**src/rtl/btn_pulse_gen.sv**
```systemverilog
// btn_pulse_gen: debounced push-button to single-cycle pulse with optional auto-repeat
module btn_pulse_gen #(
  parameter bit ACTIVE_LOW    = 1'b1,
  parameter int DB_CYCLES     = 4,
  parameter int REPEAT_CYCLES = 8,
  parameter int CNT_W         = 8
) (
  input  logic clk,
  input  logic rst,
  input  logic btn_in,
  input  logic repeat_en,
  output logic pulse,
  output logic held
);
  typedef enum logic [2:0] {S_IDLE, S_DB_PRESS, S_PULSE, S_HELD, S_DB_REL} state_t;
  localparam logic [CNT_W-1:0] one     = CNT_W'(1);
  localparam logic [CNT_W-1:0] db_max  = CNT_W'(DB_CYCLES - 1);
  localparam logic [CNT_W-1:0] rpt_max = CNT_W'(REPEAT_CYCLES - 1);
  state_t           state, state_n;
  logic [1:0]       sync;
  logic [CNT_W-1:0] db_cnt, db_n, rpt_cnt, rpt_n;
  logic             btn_s, db_done, rpt_done;
  assign btn_s    = sync[1] ^ ACTIVE_LOW;
  assign db_done  = db_cnt == db_max;
  assign rpt_done = rpt_cnt == rpt_max;
  assign pulse    = state == S_PULSE;
  assign held     = state inside {S_PULSE, S_HELD, S_DB_REL};
  always_ff @(posedge clk or posedge rst) begin
    if (rst) begin
      sync    <= {2{ACTIVE_LOW}};
      state   <= S_IDLE;
      db_cnt  <= '0;
      rpt_cnt <= '0;
    end else begin
      sync    <= {sync[0], btn_in};
      state   <= state_n;
      db_cnt  <= db_n;
      rpt_cnt <= rpt_n;
    end
  end
  always_comb begin
    state_n = state;
    db_n    = db_cnt;
    rpt_n   = rpt_cnt;
    case (state)
      S_IDLE: begin
        state_n = btn_s ? S_DB_PRESS : S_IDLE;
        db_n    = btn_s ? one : '0;
      end
      S_DB_PRESS: begin
        state_n = !btn_s ? S_IDLE : db_done ? S_PULSE : S_DB_PRESS;
        db_n    = (!btn_s || db_done) ? '0 : db_cnt + one;
      end
      S_PULSE: begin
        state_n = S_HELD;
        db_n    = '0;
        rpt_n   = '0;
      end
      S_HELD: begin
        state_n = !btn_s ? S_DB_REL : (repeat_en && rpt_done) ? S_PULSE : S_HELD;
        db_n    = !btn_s ? one : db_cnt;
        rpt_n   = (btn_s && repeat_en && !rpt_done) ? rpt_cnt + one : '0;
      end
      S_DB_REL: begin
        state_n = btn_s ? S_HELD : db_done ? S_IDLE : S_DB_REL;
        db_n    = (btn_s || db_done) ? '0 : db_cnt + one;
        rpt_n   = btn_s ? '0 : rpt_cnt;
      end
      default: state_n = S_IDLE;
    endcase
  end
endmodule
```
**config.mk**
```make
export PLATFORM = sky130hd
export DESIGN_NAME = btn_pulse_gen
export DESIGN_NICKNAME = d
export VERILOG_FILES = /design/src/rtl/btn_pulse_gen.sv
export SDC_FILE = /design/constraint.sdc
export NUM_CORES = 1
export LEC_CHECK = 0
export BUFFER_PORTS_ARGS = -buffer_cell sky130_fd_sc_hd__buf_2
export CORE_MARGIN = 5
export CORE_UTILIZATION = 40
export DETAILED_ROUTE_END_ITERATION = 8
export PLACE_DENSITY_LB_ADDON = 0.15
export SYNTH_ARGS = -nofsm -noshare
export SYNTH_HDL_FRONTEND = slang
export SYNTH_SLANG_ARGS = --single-unit
```
**constraint.sdc**
```tcl
create_clock -name clk -period 2 [get_ports clk]
set_input_delay 0.2 -clock clk [delete_from_list [all_inputs] [get_ports clk]]
set_output_delay 0.2 -clock clk [all_outputs]
set_load 0.005 [all_outputs]
```
==> results.md <==
Run status:
- The flow ran to the end, and the final reports show no timing, DRC or antenna violations.

Clock network:
- CTS built an H-tree with a depth of 1.
- The clock sink total is 21.
- The later-pin clock latency in the skew report is 0.30 ns.
- Clock tree synthesis inserted a total of 3 buffers.
- TritonCTS built the clock tree.
- The library cell used as clock root buffer is clkbuf_4.
- The clock-pin transition on the worst setup and hold timing paths is approximately 0.12 ns.
- The clock tree buffer depth is 2.

Cells and area:
- Excluding fillers, the count of instances in the completed layout stands at between 150 and 200.
- From synthesis to final layout, the design area changed by 8.772%.
- The layout net count is 150.
- The final instance area is about 1300 um2.
- The fraction of layout instances using a drive strength above 1 is about an eighth.
- 0 antenna diodes ended up in the layout.

Timing:
- The number of pins with negative max-slew slack in the final report was 0.
- The final worst hold slack is a little under 0.3 ns.
- Setup violations remaining at the end of the flow were counted as 0.
- The hold violation count in the final report is 0.
- After layout, the worst path uses a little under nine tenths of the clock period.
- The setup TNS after final layout is 0 ns.
- Subtracting the final worst setup slack from the clock period gives between 1.5 and 2 ns.
- The worst slew slack as a fraction of its limit is between 60% and 70%.
- For the final database, setup skew stands at roughly 0.0016 ns.
- For the pin with the worst max-slew slack, the measured transition is approximately 0.48 ns.
- Timing would allow up to between 500 and 600 MHz.
- Setup repair after global routing left no endpoint under its margin.

Critical path:
- The worst setup path startpoint is sync[1].
- Along the worst path, the maximum fanout reaches 13.
- The largest incremental delay on the critical path is approximately 0.69 ns.
- The worst path buffer plus inverter count is 0.
- The critical path ends at db_cnt[7].
- The worst register-to-register path has a depth of 4.
- Data arrives at the worst endpoint at ~1.9 ns.
- The worst setup path is captured at a register.
- The cell depth of the worst setup path is 4.
- For this design, the slowest cell found on the critical path is dfstp_2.
- The cell class contributing the biggest share of worst-path delay is flip-flops.
- The category of the most critical setup path is register to register.
- At the worst endpoint, the required time is 2.23 ns.
- Setup slack on the worst reg-to-reg path comes out at 0.29 ns.
- STA classifies the critical path startpoint as a register.
- The endpoint identified for the worst register-to-register timing path is db_cnt[7].
- The signal on the critical path passes through nor2b_4, o21a_4, or4_1, a21oi_1.
- The start of the worst register-to-register path is sync[1].

Floorplanning:
- The starting density of the core is 40.71%.
- The vertical extent of the die is about 65 um.
- The die boundary width is between 60 and 70 um.
- The area of the die is roughly 4200 um2.
- The number of standard-cell rows in the floorplan is 20.
- The core outline area is between 2000 and 3000 um2.
- The number of ports placed on the die boundary is 6.

Logic synthesis:
- The synthesized area is approximately 1200 um2.
- Ranked by total cell area, the synthesized netlist is headed by dfrtp_1 (39%), nand3_1 (4.5%), dfstp_2 (4.3%).
- The main flop type after synthesis is dfrtp_1.
- Of all flip-flops after synthesis, the portion carrying an async set or reset was between 90% and 100%.
- The post-synthesis share of cell area spent on full adders, half adders and majority gates is slightly above 2%.
- Sequential elements use 43.55% of the synthesized area.
- The synthesized design contains 0 enable-type register cells.
- The xor/xnor share of the synthesized area is between 1 and 1.5%.
- The multiplexer fraction of the synthesized cell area is less than 1%.
- In this run the mean area of a mapped cell was 8.915 um2.
- The cell count after synthesis is 136.
- The combinational family with the most area after synthesis is simple AND/OR/NAND/NOR gates.
- The count of warnings emitted by yosys is 0.
- The complex-gate fraction of the synthesized area is 20.64%.
- The portion of synthesized cell area occupied by the leading cell type is 39.22%.
- The leading area contributor after synthesis is dfrtp_1.
- Counting every net in the synthesized netlist gives 142.
- Summing the areas of all and, or, nand and nor instances in the mapped netlist gives 26.93% of the synthesized area.
- The netlist uses 39 different library cells.
- Synthesis inferred 21 register bits.

GRT:
- The pin count of the biggest net entering global routing is 22.
- The first-pass GRT wire length is 4.554 mm.
- The leftover overflow at the end of global routing is 0.
- The via count of the first global-routing pass is ~990.
- The initial antenna violation count is 0.
- The overall track demand over capacity in global routing is between 10% and 20%.

Power and ir drop:
- The standby leakage power is between 0.0005 and 0.0006 uW.
- Across the VDD grid, the largest voltage drop is 0.0004252 V.
- Total power for the finished layout comes to about 1100 uW.
- For this design the ratio of total power to cell area is between 800 and 900 nW/um2.

Place:
- The number of instances in the placed design is 170.
- The sum of net half-perimeters after detailed placement is approximately 1.8 mm.
- The total placed instance area is 1261 um2.
- Routability-driven placement finished with a final weighted congestion of approximately 0.78.
- The number of port buffers is 5.

Drt:
- The final route contains just over 1000 vias.
- The average routed wire per standard cell is approximately 14 um.
- The first-pass iteration count of the detailed router is 4.
- After the first detailed-routing iteration, the DRC count stood at 40.
- The final layout contains routed wiring with a total length of between 2 and 2.5 mm.
- In this run the remaining antenna-violating nets after routing total 0.
- After detailed routing, the number of remaining DRC violations is 0.
- Using the TritonRoute via totals, the vias-per-cell ratio works out to about 5.8.

Flow run:
- The tool flagged a number of max-cap violations equal to 0.

Min path:
- The type of the worst min-delay path is input pin to register.
-- timing repair --
item / CTS / global route
endpoints found under the setup margin: 0 / 6
endpoints found under the hold margin: 20 / 0
setup buffers: 0 / 0
gates resized for setup: 0 / 2
hold buffers: 2 / 0
-- through the flow --
step                      utilization (%)  worst slack, ns
after floorplan                         -           0.4996
after global placement              42.35           0.2001
after detailed placement            42.35           0.1078
after CTS                           43.91          0.08736
after global routing                44.29          0.07052
final                               44.29           0.2944
-- cells in the mapped netlist, drive strengths merged (3+ instances only) --
master   n
dfrtp   19
nor3     4
o211ai   3
nand2b   3
or4      4
nand2   14
buf      5
o21ai   10
inv      4
and3     3
nand3   11
nor2    10
o21a     3
a21oi    8
o31ai    4
and2     4
-- flip-flops by register name, indices dropped and copies added, names as in the netlist --
register / cells
sync: 2
state: 3
db_cnt: 8
rpt_cnt: 8
-- area by class of cell --
type	instances	area [um2]
Tap cell	33	41.29
Timing Repair Buffer	10	67.56
Inverter	4	15.01
Fill cell	306	1659
Multi-Input combinational cell	104	640.6
Clock buffer	4	26.28
Sequential cell	21	528.0
-- worst register-to-register path, stage by stage (launching register included) --
cell	delay (ns)
dfstp_2	0.69
nor2b_4	0.07
o21a_4	0.23
or4_1	0.50
a21oi_1	0.15
-- logic make-up after synthesis --
family	after synthesis
compound gates	38
xor+xnor	2
fa+ha+maj	2
buf+inv	11
flops	21
mux	1
simple gates	61
-- worst min path at each step --
stage,startpoint,end,slack [ns],cells past startpoint
floorplan,rst,db_cnt[0],0.18,1
global placement,rst,db_cnt[7],0.25,3
detailed placement,rst,db_cnt[7],0.25,3
CTS,repeat_en,state[0],0.28,4
global route,repeat_en,state[0],0.30,4
finish,repeat_en,state[0],0.29,4
-- report_power, final --
part | internal (uW) | leakage [uW] | switching [uW]
clock network | 77.5 | 0.0000150 | 129
logic | 147 | 0.000259 | 186
registers | 488 | 0.000280 | 102
total | 713 | 0.000554 | 417
-- cell usage in the layout (no fill, tap or decap), types with 3 or more instances in the layout --
cell	Yosys	layout
nand2_1	14	14
dfrtp_1	19	19
buf_4	1	3
inv_1	4	4
nor2_1	10	10
o21ai_0	10	10
and3_1	3	3
clkbuf_4	0	3
o31ai_1	4	4
nor3_1	4	4
o211ai_1	3	3
buf_2	2	5
or4_1	4	4
nand2b_1	3	3
a21oi_1	8	7
nand3_1	11	11
and2_1	4	4
-- metal layers --
| layer | wire length, um | vias to the layer above | track usage, % |
|---|---|---|---|
| met5 | 0 | - | 0 |
| li1 | - | 513 | - |
| met1 | 1216 | 494 | 17.80 |
| met4 | 18 | 0 | 3.886 |
| met2 | 1144 | 11 | 22.35 |
| met3 | 66 | 2 | 3.120 |
Note: power is estimated with default switching activity, not from simulation.
